$ cat src/rtl/serv_gpu_pkg.sv
// Shared types and constants for the SERV data-bus arbiter.
package serv_gpu_pkg;

    localparam int unsigned DBUS_AW = 32;

    typedef enum logic [1:0] {
        IDLE,
        ACCESS,
        ACK
    } arb_state_e;

    // One core's Wishbone data-bus request, captured at grant time.
    typedef struct packed {
        logic [DBUS_AW-1:0] adr;
        logic [31:0]        dat;
        logic [3:0]         sel;
        logic               we;
    } dbus_req_t;

endpackage

$ cat src/rtl/rr_pick.sv
// Round-robin picker: lowest requesting index at or after the pointer, wrapping.
module rr_pick #(
    parameter int unsigned NUM_CORES = 4,
    parameter int unsigned IDX_W     = 2
) (
    input  logic [NUM_CORES-1:0] req_i,
    input  logic [IDX_W-1:0]     ptr_i,
    output logic                 valid_o,
    output logic [IDX_W-1:0]     idx_o
);

    logic             hi_valid;
    logic [IDX_W-1:0] hi_idx;
    logic [IDX_W-1:0] lo_idx;

    // Scan downwards so the lowest index wins; "hi" covers indices at or above the pointer.
    always_comb begin
        valid_o  = 1'b0;
        hi_valid = 1'b0;
        hi_idx   = '0;
        lo_idx   = '0;
        for (int k = NUM_CORES - 1; k >= 0; k--) begin
            if (req_i[k]) begin
                valid_o = 1'b1;
                lo_idx  = IDX_W'(k);
                if (k >= int'(ptr_i)) begin
                    hi_valid = 1'b1;
                    hi_idx   = IDX_W'(k);
                end
            end
        end
        idx_o = hi_valid ? hi_idx : lo_idx;
    end

endmodule

$ cat src/rtl/serv_dbus_arbiter.sv
// Round-robin arbiter sharing one synchronous data memory between N SERV dbus ports.
module serv_dbus_arbiter
    import serv_gpu_pkg::*;
#(
    parameter int unsigned NUM_CORES = 4,
    parameter int unsigned MEM_WORDS = 1024,
    parameter int unsigned IDX_W     = (NUM_CORES > 1) ? $clog2(NUM_CORES) : 1,
    localparam int unsigned MEM_AW   = $clog2(MEM_WORDS)
) (
    input  logic                         clk,
    input  logic                         rst_n,
    input  logic [DBUS_AW*NUM_CORES-1:0] i_core_adr,
    input  logic [32*NUM_CORES-1:0]      i_core_dat,
    input  logic [4*NUM_CORES-1:0]       i_core_sel,
    input  logic [NUM_CORES-1:0]         i_core_we,
    input  logic [NUM_CORES-1:0]         i_core_cyc,
    output logic [NUM_CORES-1:0]         o_core_ack,
    output logic [31:0]                  o_core_rdt,
    output logic                         o_mem_en,
    output logic                         o_mem_we,
    output logic [MEM_AW-1:0]            o_mem_addr,
    output logic [31:0]                  o_mem_wdata,
    output logic [3:0]                   o_mem_sel,
    input  logic [31:0]                  i_mem_rdata,
    output logic [IDX_W-1:0]             o_grant,
    output logic                         o_busy
);

    localparam logic [DBUS_AW:0] MemBytes = (DBUS_AW + 1)'(MEM_WORDS) << 2;

    arb_state_e           state_q, state_d;
    dbus_req_t            req_q, req_d;
    dbus_req_t            win_req;
    logic [IDX_W-1:0]     grant_q, grant_d;
    logic [IDX_W-1:0]     rr_q, rr_d;
    logic [NUM_CORES-1:0] mask_q, mask_d;
    logic [NUM_CORES-1:0] eff_req;
    logic                 dec_err_q, dec_err_d;
    logic                 pick_valid;
    logic [IDX_W-1:0]     pick_idx;
    logic                 out_of_range;

    // The just-acked core is masked for one IDLE cycle: SERV's cyc is still high then.
    assign eff_req      = i_core_cyc & ~mask_q;
    assign out_of_range = {1'b0, req_q.adr} >= MemBytes;

    rr_pick #(
        .NUM_CORES (NUM_CORES),
        .IDX_W     (IDX_W)
    ) u_rr_pick (
        .req_i   (eff_req),
        .ptr_i   (rr_q),
        .valid_o (pick_valid),
        .idx_o   (pick_idx)
    );

    // Select the winning core's request fields.
    always_comb begin
        win_req = '0;
        for (int k = 0; k < NUM_CORES; k++) begin
            if (pick_idx == IDX_W'(k)) begin
                win_req.adr = i_core_adr[DBUS_AW*k +: DBUS_AW];
                win_req.dat = i_core_dat[32*k +: 32];
                win_req.sel = i_core_sel[4*k +: 4];
                win_req.we  = i_core_we[k];
            end
        end
    end

    // Next-state: grant and latch in IDLE, flag decode error in ACCESS, advance pointer in ACK.
    always_comb begin
        state_d   = state_q;
        req_d     = req_q;
        grant_d   = grant_q;
        rr_d      = rr_q;
        mask_d    = mask_q;
        dec_err_d = dec_err_q;
        unique case (state_q)
            IDLE: begin
                mask_d = '0;
                if (pick_valid) begin
                    grant_d = pick_idx;
                    req_d   = win_req;
                    state_d = ACCESS;
                end
            end
            ACCESS: begin
                dec_err_d = out_of_range;
                state_d   = ACK;
            end
            ACK: begin
                rr_d = (grant_q == IDX_W'(NUM_CORES - 1)) ? '0 : grant_q + IDX_W'(1);
                for (int k = 0; k < NUM_CORES; k++) begin
                    mask_d[k] = (grant_q == IDX_W'(k));
                end
                state_d = IDLE;
            end
            default: state_d = IDLE;
        endcase
    end

    // Outputs decoded from the current state and latched request.
    always_comb begin
        o_core_ack  = '0;
        o_core_rdt  = '0;
        o_mem_en    = 1'b0;
        o_mem_we    = 1'b0;
        o_mem_addr  = '0;
        o_mem_wdata = '0;
        o_mem_sel   = '0;
        o_busy      = (state_q == ACCESS) || (state_q == ACK);
        o_grant     = grant_q;
        if (state_q == ACCESS && !out_of_range) begin
            o_mem_en    = 1'b1;
            o_mem_we    = req_q.we;
            o_mem_addr  = req_q.adr[MEM_AW+1:2];
            o_mem_wdata = req_q.dat;
            o_mem_sel   = req_q.sel;
        end
        if (state_q == ACK) begin
            for (int k = 0; k < NUM_CORES; k++) begin
                o_core_ack[k] = (grant_q == IDX_W'(k));
            end
            if (!req_q.we && !dec_err_q) begin
                o_core_rdt = i_mem_rdata;
            end
        end
    end

    // State registers with synchronous active-low reset.
    always_ff @(posedge clk) begin
        if (!rst_n) begin
            state_q   <= IDLE;
            req_q     <= '0;
            grant_q   <= '0;
            rr_q      <= '0;
            mask_q    <= '0;
            dec_err_q <= 1'b0;
        end else begin
            state_q   <= state_d;
            req_q     <= req_d;
            grant_q   <= grant_d;
            rr_q      <= rr_d;
            mask_q    <= mask_d;
            dec_err_q <= dec_err_d;
        end
    end

endmodule

$ cat config.mk
export PLATFORM = sky130hd
export DESIGN_NAME = serv_dbus_arbiter
export DESIGN_NICKNAME = d
export VERILOG_FILES = /design/src/rtl/serv_gpu_pkg.sv /design/src/rtl/rr_pick.sv /design/src/rtl/serv_dbus_arbiter.sv
export SDC_FILE = /design/constraint.sdc
export NUM_CORES = 1
export LEC_CHECK = 0
export ABC_AREA = 1
export CORE_AREA = 4 4 155 157
export DETAILED_ROUTE_END_ITERATION = 16
export DIE_AREA = 0 0 159 161
export PLACE_DENSITY = 0.68
export SLEW_MARGIN = 20
export SYNTH_ARGS = -nofsm -noshare
export SYNTH_HDL_FRONTEND = slang
export SYNTH_SLANG_ARGS = --single-unit
$ cat constraint.sdc
create_clock -name clk -period 1.7 [get_ports clk]
set_input_delay 0.34 -clock clk [delete_from_list [all_inputs] [get_ports clk]]
set_output_delay 0.34 -clock clk [all_outputs]
set_load 0.02 [all_outputs]
Word level (Yosys, flattened, before mapping)
Index checks and enable logic that the tools add are counted.
W data, S select, Z words.
{ "classes": {"reduce_logical": 11, "eq_ne": 9, "n_addsub": 1, "bitwise": 2, "muxes": 37, "magnitude_cmp": 4} }
{ "ops": {"columns": ["op", "n"], "rows": [
  ["$mux W69", 4],
  ["$mux W32", 3],
  ["$ge A32 B13 Y1 const B", 1],
  ["$mux W2", 13],
  ["$mux W1", 12],
  ["$eq A2 B2 Y1 const B", 5],
  ["$mux W10", 1],
  ["$mux W4", 2],
  ["$pmux W4 S2", 1],
  ["$eq A2 B1 Y1 const B", 3],
  ["$logic_not A2 Y1", 3],
  ["$and A4 B4 Y4", 1],
  ["$ge A1 B2 Y1 const A", 2],
  ["$not A4 Y4", 1],
  ["$pmux W2 S2", 1],
  ["$logic_not A1 Y1", 3],
  ["$add A2 B1 Y2 const B", 1],
  ["$ge A2 B2 Y1 const A", 1],
  ["$logic_and A1 B1 Y1", 2],
  ["$ne A2 B2 Y1 const B", 1],
  ["$reduce_and A2 Y1", 1],
  ["$reduce_bool A2 Y1", 1],
  ["$logic_or A1 B1 Y1", 1]
]} }
{ "totals": {"reg_bits": 80, "out_inout_bits": 87, "word_cells": 73} }

Longest topological paths before layout
Gate-level depths: netlist of run 1.
{ "logic_depth": {"ltp_word": 15, "ltp_mapped": 14, "depth_no_buf": 13} }

Cells and area by module
A second synthesis of run 1 with hierarchy kept.
{ "hier_totals": {"cells_unflattened": 995, "hier_area_um2": 5665.4} }
{ "by_module_without_submodules": {"columns": ["module", "n_inst", "area_per_inst_um2", "cells_each"], "rows": [
  ["serv_dbus_arbiter", 1, 5584.1, 975],
  ["rr_pick", 1, 81.3, 20]
]} }

Worst setup path before layout of run 1
OpenSTA, ideal clock, no wires.
{ "synth_timing": {"path_kind": "register -> output", "start": "register state_q[1]", "end": "output o_mem_en", "arrival_time_ns": 1.660, "stages_incl_launch_ff": 10, "slack_ns": -0.300, "path_buffers": 2, "path_cell_list": "dfxtp_1 > inv_1 > ha_1 > inv_1 > nor2_1 > and3_1 > nand3_1 > clkbuf_1 > buf_1 > inv_1"} }
{ "synth_between": {"elab_chain_len": 3} }
{ "synth_rtl": {"columns": ["element", "line", "source"], "rows": [
  ["start: declaration", "serv_dbus_arbiter.sv:31", "arb_state_e state_q, state_d;"],
  ["start signal: assignment", "serv_dbus_arbiter.sv:140", "state_q <= state_d;"],
  ["$eq A2 B1 Y1", "serv_dbus_arbiter.sv:113", "if (state_q == ACCESS && !out_of_range) begin"],
  ["$logic_and A1 B1 Y1", "serv_dbus_arbiter.sv:113", null],
  ["$mux W1", "serv_dbus_arbiter.sv:113", null],
  ["end: declaration", "serv_dbus_arbiter.sv:19", "output logic o_mem_en,"]
]} }
No other way between the ends.

Worst setup path after layout of run 1
{ "layout_timing": {"start": "register state_q[1]", "end": "output o_mem_addr[9]"} }
{ "layout_between": {"elab_chain_len": 3} }
{ "layout_rtl": {"columns": ["element", "line", "source"], "rows": [
  ["$eq A2 B1 Y1", "serv_dbus_arbiter.sv:113", null],
  ["$logic_and A1 B1 Y1", "serv_dbus_arbiter.sv:113", null],
  ["$mux W10", "serv_dbus_arbiter.sv:113", null],
  ["end: declaration", "serv_dbus_arbiter.sv:21", "output logic [MEM_AW-1:0] o_mem_addr,"]
]} }
No other way between the ends.

==> impl_metrics.env, run 1 <==
export IMPL_status="finished, violations left"
export IMPL_violations="negative setup slack"
export IMPL_synth_edf_count=0
export IMPL_multi_input_area_um2=4730
export IMPL_gp_congestion=0.883
export IMPL_fin_crit_ns=2.23
export IMPL_fmax_mhz=448
export IMPL_totalWireLength_um=33500
export IMPL_yosysTopAreaCell="dfxtp_1"
export IMPL_num_io_pins=401
export IMPL_grt_first_pass_wirelength_um=43200
export IMPL_overflow=0
export IMPL_core_um2=22500
export IMPL_finalCritPeriodShare_pct=131
export IMPL_cp_max_fo=28
export IMPL_syn_area_um2=6590
export IMPL_cts_root_buf="clkbuf_16"
export IMPL_r2r_end="req_q[49]"
export IMPL_synth_seq_cells=78
export IMPL_clock_skew_final_ns=0.0132
export IMPL_critPathTopFamily="simple AND/OR/NAND/NOR gates"
export IMPL_startpoint_type="flip-flop"
export IMPL_clk_latency_ns=0.35
export IMPL_antenna_found_initial=2
export IMPL_drive_gt1_share_pct=29.3
export IMPL_dieArea_um2=25600
export IMPL_slew_viol_final=0
export IMPL_yosysWarnings=0
export IMPL_drt_initial_drc_count=643
export IMPL_antenna_left=0
export IMPL_vias=9125
export IMPL_postSynthAreaPerCell_um2=5.96
export IMPL_grt_pass1_vias=8182
export IMPL_cp_data_arrival_time_ns=1.89
export IMPL_critPathRequiredTime_ns=1.36
export IMPL_dieHeight_um=161
export IMPL_grt_max_degree=43
export IMPL_antenna_diode_count=0
export IMPL_r2r_setup_slack_ns=-0.22
export IMPL_die_x_um=159
export IMPL_async_flop_share_pct=0
export IMPL_irDropWorstVdd_uv=372
export IMPL_yosys_cell_types_count=29
export IMPL_initial_core_util_pct=29.3
export IMPL_ys_seq_area_share_pct=23.7
export IMPL_drc=0
export IMPL_synth_common_cells="nand2_1 (229), inv_1 (140), nand3_1 (137)"
export IMPL_finalNonFillerCells=1835
export IMPL_first_pass_iters=5
export IMPL_dp_hpwl_um=21900
export IMPL_cts_tree="done"
export IMPL_slowest_stage="dfxtp_1"
export IMPL_rsz0062_at_grt="yes"
export IMPL_path_cells="inv_1, ha_2, inv_1, nor2_2, and3_4, nand3_4, buf_12, nor2_2, buf_6"
export IMPL_synthCells=1106
export IMPL_startpoint="state_q[1]"
export IMPL_reg2reg_depth=15
export IMPL_r2r_start="rr_q[1]"
export IMPL_slew_headroom_pct=76.8
export IMPL_placementRows=55
export IMPL_power_density_nw_per_um2=663
export IMPL_yosysMostFrequentCell="nand2_1"
export IMPL_cts_buffers=9
export IMPL_regArea_um2=1580
export IMPL_synth_top_area_share_pct=23.7
export IMPL_endpoint="o_mem_addr[9]"
export IMPL_cts_clk_slew_worst_paths_ns=0.07
export IMPL_synth_area_leaders="dfxtp_1 (24%), nand2_1 (13%), nand3_1 (10%)"
export IMPL_p_leak_nw=6.04
export IMPL_max_stage_delay_ns=0.32
export IMPL_hold_violations=0
export IMPL_worst_hold_path_num_cells=2
export IMPL_dp_cells=1767
export IMPL_worst_slack_ns=-0.531
export IMPL_finalSetupViolations=151
export IMPL_crit_type="flip-flop to primary output"
export IMPL_nFillCells=2059
export IMPL_worstMarginPinSlew_ns=0.346
export IMPL_maxCapViolations=0
export IMPL_hp_class="flip-flop to flip-flop"
export IMPL_critPathCaptureType="primary output"
export IMPL_worst_path_buf_inv=4
export IMPL_vias_per_cell=4.97
export IMPL_clockBufferDepth=2
export IMPL_total_power_w=0.00892
export IMPL_htree_num_levels=3
export IMPL_nNetsFinal=1867
export IMPL_wl_per_cell_um=18.3
export IMPL_cp_num_cells=9
export IMPL_track_usage_pct=20.9
export IMPL_synth_fp_nets=1428
export IMPL_synth_top_flop_cell="dfxtp_1"
export IMPL_portBuffers=392
export IMPL_clkSinkCount=78
export IMPL_area_growth_pct=104
power breakdown:
part           switching, W  internal, W  leakage [nW]
Clock              0.000904      0.00118         0.151
Sequential         0.000152      0.00207         0.647
Combinational       0.00224      0.00238          5.25
Total               0.00330      0.00563          6.04
cell usage in the layout, fill, tap and decap left out, drive strengths merged, types with 64 or more instances in the layout:
master and count:
a21oi 74, buf 196, nand2 235, nand4 64, clkdlybuf4s50 301, dfxtp 78
inv 179, nor2 98, nand3 137
tightest hold or removal path: cells and delay by family (launching register included):
family | cells | cell delay [ns]
AO/OA/AOI/OAI | 1 | 0.05
AND/OR/NAND/NOR | 1 | 0.06
flip-flops | 1 | 0.31
cell families (layout without fill, tap and decap cells):
kind of cell,count (synthesis),in the layout,synth area share [%]
AOI/OAI and AO/OA,149,149,14.0
adders and majority gates,8,8,1.52
buffers and inverters,273,713,17.8
DFF,78,78,23.7
and+or+nand+nor,598,602,43.0
metal layers:
metal  GRT usage (%)  vias up  part of all wire (%)
li1                -     4460                     -
met2            38.6      377                    51
met5               0        -                 0.081
met1            23.1     4230                    40
met4            6.55        4                   2.4
met3            6.00       54                   7.1
cell type report:
| type | count | area share, % |
|---|---|---|
| clock buffer | 9 | 1.67 |
| timing repair buffer | 521 | 43.0 |
| sequential | 78 | 11.7 |
| inverter | 176 | 5.08 |
| multi-input combinational | 759 | 35.2 |
| tap | 285 | 2.65 |
| clock inverter | 7 | 0.642 |
state kept, by name (all words and copies together) (netlist names):
register   flops
dec_err_q      1
mask_q         4
o_grant        2
req_q         67
rr_q           2
state_q        2
worst min path at each step:
stage / from / endpoint / slack [ns]
2_1_floorplan: mask_q[0] / mask_q[0] / 0.44
3_3_place_gp: mask_q[1] / mask_q[1] / 0.45
3_5_place_dp: req_q[46] / req_q[46] / 0.45
4_1_cts: req_q[29] / req_q[29] / 0.46
5_1_grt: req_q[27] / req_q[27] / 0.47
6_report: req_q[1] / req_q[1] / 0.46
per-stage QoR:
stage	area, um2	setup slack (ns)	hold slack [ns]	util (%)	setup TNS (ns)
floorplan	6710	-0.0802	0.440	-	-4.67
global placement	11400	-0.691	0.451	50.7	-74.42
detailed placement	11400	-0.699	0.454	50.7	-77.07
CTS	11800	-0.585	0.465	52.4	-42.45
global route	13400	-0.652	0.470	59.8	-53.46
finish	13400	-0.531	0.463	59.8	-40.28
repair_timing:
item                       4_1_cts  5_1_grt
pin swaps                        2       73
resized for setup              455      256
buffers inserted                 2       19
setup endpoints to repair      154      155
cloned                           1       30
hold buffers                     0        0
Power figures use the tool's default switching activity.
==> run 2, diff against run 1 <==
--- a/config.mk
+++ b/config.mk
@@ -9,7 +9,8 @@
 export CORE_AREA = 4 4 155 157
 export DETAILED_ROUTE_END_ITERATION = 16
 export DIE_AREA = 0 0 159 161
-export PLACE_DENSITY = 0.68
+export PLACE_DENSITY_LB_ADDON = 0.05
+export REMOVE_ABC_BUFFERS = 1
 export SLEW_MARGIN = 20
 export SYNTH_ARGS = -nofsm -noshare
 export SYNTH_HDL_FRONTEND = slang
==> impl_metrics.env, run 2 (same netlist as run 1, synthesis figures left out) <==
export IMPL_status="finished, violations left"
export IMPL_violations="negative setup slack"
export IMPL_die_x_um=159
export IMPL_whs_endpoint="req_q[6]"
export IMPL_cts_buffers=9
export IMPL_drc=0
export IMPL_intPower_w=0.00601
export IMPL_pwr_share_seq_pct=23.6
export IMPL_largest_reg_flops=67
export IMPL_drt_initial_drc_count=518
export IMPL_vias_per_cell=4.94
export IMPL_grt_pass1_vias=8772
export IMPL_finalCritPeriodShare_pct=133
export IMPL_dieHeight_um=161
export IMPL_drive_gt1_share_pct=29.9
export IMPL_max_stage_delay_ns=0.34
export IMPL_nNetsFinal=1911
export IMPL_cp_max_fo=40
export IMPL_most_common_layout_cells="clkdlybuf4s50_1 (301), nand2_1 (194), inv_1 (129)"
export IMPL_cts_root_buf="clkbuf_16"
export IMPL_area_growth_pct=118
export IMPL_finalSetupViolations=151
export IMPL_core_um2=22500
export IMPL_swShare_pct=36.1
export IMPL_clkPwrFrac_pct=22.2
export IMPL_worst_slack_ns=-0.569
export IMPL_antenna_found_initial=3
export IMPL_slew_viol_final=0
export IMPL_initial_core_util_pct=29.3
export IMPL_worst_hold_path_num_cells=2
export IMPL_grt_max_degree=53
export IMPL_min_from="req_q[6]"
export IMPL_hold_violations=0
export IMPL_path_cells="nor4_4, nor3b_4, nand3_4, buf_12, nor2_1, buf_4"
export IMPL_cts_tree="done"
export IMPL_slowest_stage="dfxtp_2"
export IMPL_portBuffers=392
export IMPL_startpoint_type="flip-flop"
export IMPL_critPathTopFamily="simple AND/OR/NAND/NOR gates"
export IMPL_clock_skew_final_ns=0.0118
export IMPL_power_density_nw_per_um2=653
export IMPL_fmax_mhz=441
export IMPL_maxCapViolations=0
export IMPL_power_switching_w=0.00339
export IMPL_critPathRequiredTime_ns=1.36
export IMPL_reg2reg_depth=14
export IMPL_fin_crit_ns=2.27
export IMPL_hp_class="flip-flop to flip-flop"
export IMPL_power_share_combinational_pct=54.1
export IMPL_finalNonFillerCells=1882
export IMPL_r2r_setup_slack_ns=-0.19
export IMPL_crit_type="flip-flop to primary output"
export IMPL_regMostFlops="req_q"
export IMPL_r2r_end="req_q[25]"
export IMPL_gp_congestion=0.772
export IMPL_vias=9301
export IMPL_wl_per_cell_um=18.9
export IMPL_clockBufferDepth=2
export IMPL_worst_path_buf_inv=2
export IMPL_irDropWorstVdd_uv=451
export IMPL_antenna_left=0
export IMPL_top_regs="req_q (67), mask_q (4)"
export IMPL_num_io_pins=401
export IMPL_dp_cells=1754
export IMPL_track_usage_pct=24.7
export IMPL_first_pass_iters=5
export IMPL_r2r_start="rr_q[0]"
export IMPL_clkSinkCount=78
export IMPL_totalWireLength_um=35600
export IMPL_grt_first_pass_wirelength_um=50700
export IMPL_slew_headroom_pct=74.2
export IMPL_dp_hpwl_um=21300
export IMPL_placementRows=55
export IMPL_p_leak_nw=6.49
export IMPL_rsz0062_at_grt="yes"
export IMPL_worstMarginPinSlew_ns=0.384
export IMPL_dieArea_um2=25600
export IMPL_clk_latency_ns=0.35
export IMPL_cts_clk_slew_worst_paths_ns=0.07
export IMPL_cp_data_arrival_time_ns=1.93
export IMPL_critPathCaptureType="primary output"
export IMPL_htree_num_levels=3
export IMPL_layout_commonest_cell="clkdlybuf4s50_1"
export IMPL_overflow=0
export IMPL_fin_hold_ws_ns=0.462
## run 2: tightest hold or removal path, stage by stage (launching register included)
cell and delay (ns):
dfxtp_1 0.31, nand2_1 0.06, a21oi_1 0.05
## run 2: per-layer routing
metal | GRT usage (%) | vias up | wire length [um]
met3 | 5.28 | 44 | 2440
met2 | 43.5 | 374 | 18100
met4 | 5.72 | 0 | 620
li1 | - | 4558 | -
met5 | 0 | - | 0
met1 | 31.1 | 4325 | 14500
## run 2: final cells by class
| class | count | area [um2] |
|---|---|---|
| Clock buffer | 10 | 239 |
| Inverter | 176 | 683 |
| Multi-Input combinational cell | 757 | 4760 |
| Tap cell | 285 | 357 |
| Sequential cell | 78 | 1580 |
| Antenna cell | 3 | 7.51 |
| Clock inverter | 6 | 71.3 |
| Timing Repair Buffer | 567 | 6700 |
| Fill cell | 2036 | 8110 |
## run 2: power groups by stage
stage | logic [W] | clock network [W] | registers, W
global route | 0.00548 | 0.00219 | 0.00225
CTS | 0.00442 | 0.00211 | 0.00221
finish | 0.00509 | 0.00209 | 0.00222
detailed placement | 0.00341 | 0 | 0.00224
floorplan | 0.00168 | 0 | 0.00221
global placement | 0.00340 | 0 | 0.00223
## run 2: metrics by stage
stage | setup slack (ns) | util [%] | total power, W | cell area (um2) | TNS (ns)
2_1_floorplan | -2.67 | - | 0.00389 | 6080 | -225.98
3_3_place_gp | -0.753 | 49.7 | 0.00563 | 11200 | -78.44
3_5_place_dp | -0.749 | 49.7 | 0.00565 | 11200 | -80.39
4_1_cts | -0.595 | 58.0 | 0.00874 | 13000 | -40.46
5_1_grt | -0.667 | 64.0 | 0.00992 | 14400 | -54.85
6_report | -0.569 | 64.0 | 0.00940 | 14400 | -41.27
## run 2: worst max-delay path by stage
stage	startpoint	end	slack, ns	cells after the start
detailed placement	req_q[62]	o_mem_wdata[24]	-0.75	6
floorplan	i_core_cyc[0]	req_q[15]	-2.67	9
CTS	req_q[62]	o_mem_wdata[0]	-0.59	7
global placement	req_q[62]	o_mem_wdata[13]	-0.75	6
global route	req_q[63]	o_mem_sel[0]	-0.67	6
finish	req_q[63]	o_mem_wdata[18]	-0.57	6
## run 2: timing repair
item | in CTS | in global routing
setup buffers | 47 | 21
resized for setup | 584 | 223
pin swaps | 49 | 90
setup endpoints to repair | 154 | 156
gates cloned | 29 | 20
hold buffers | 0 | 0
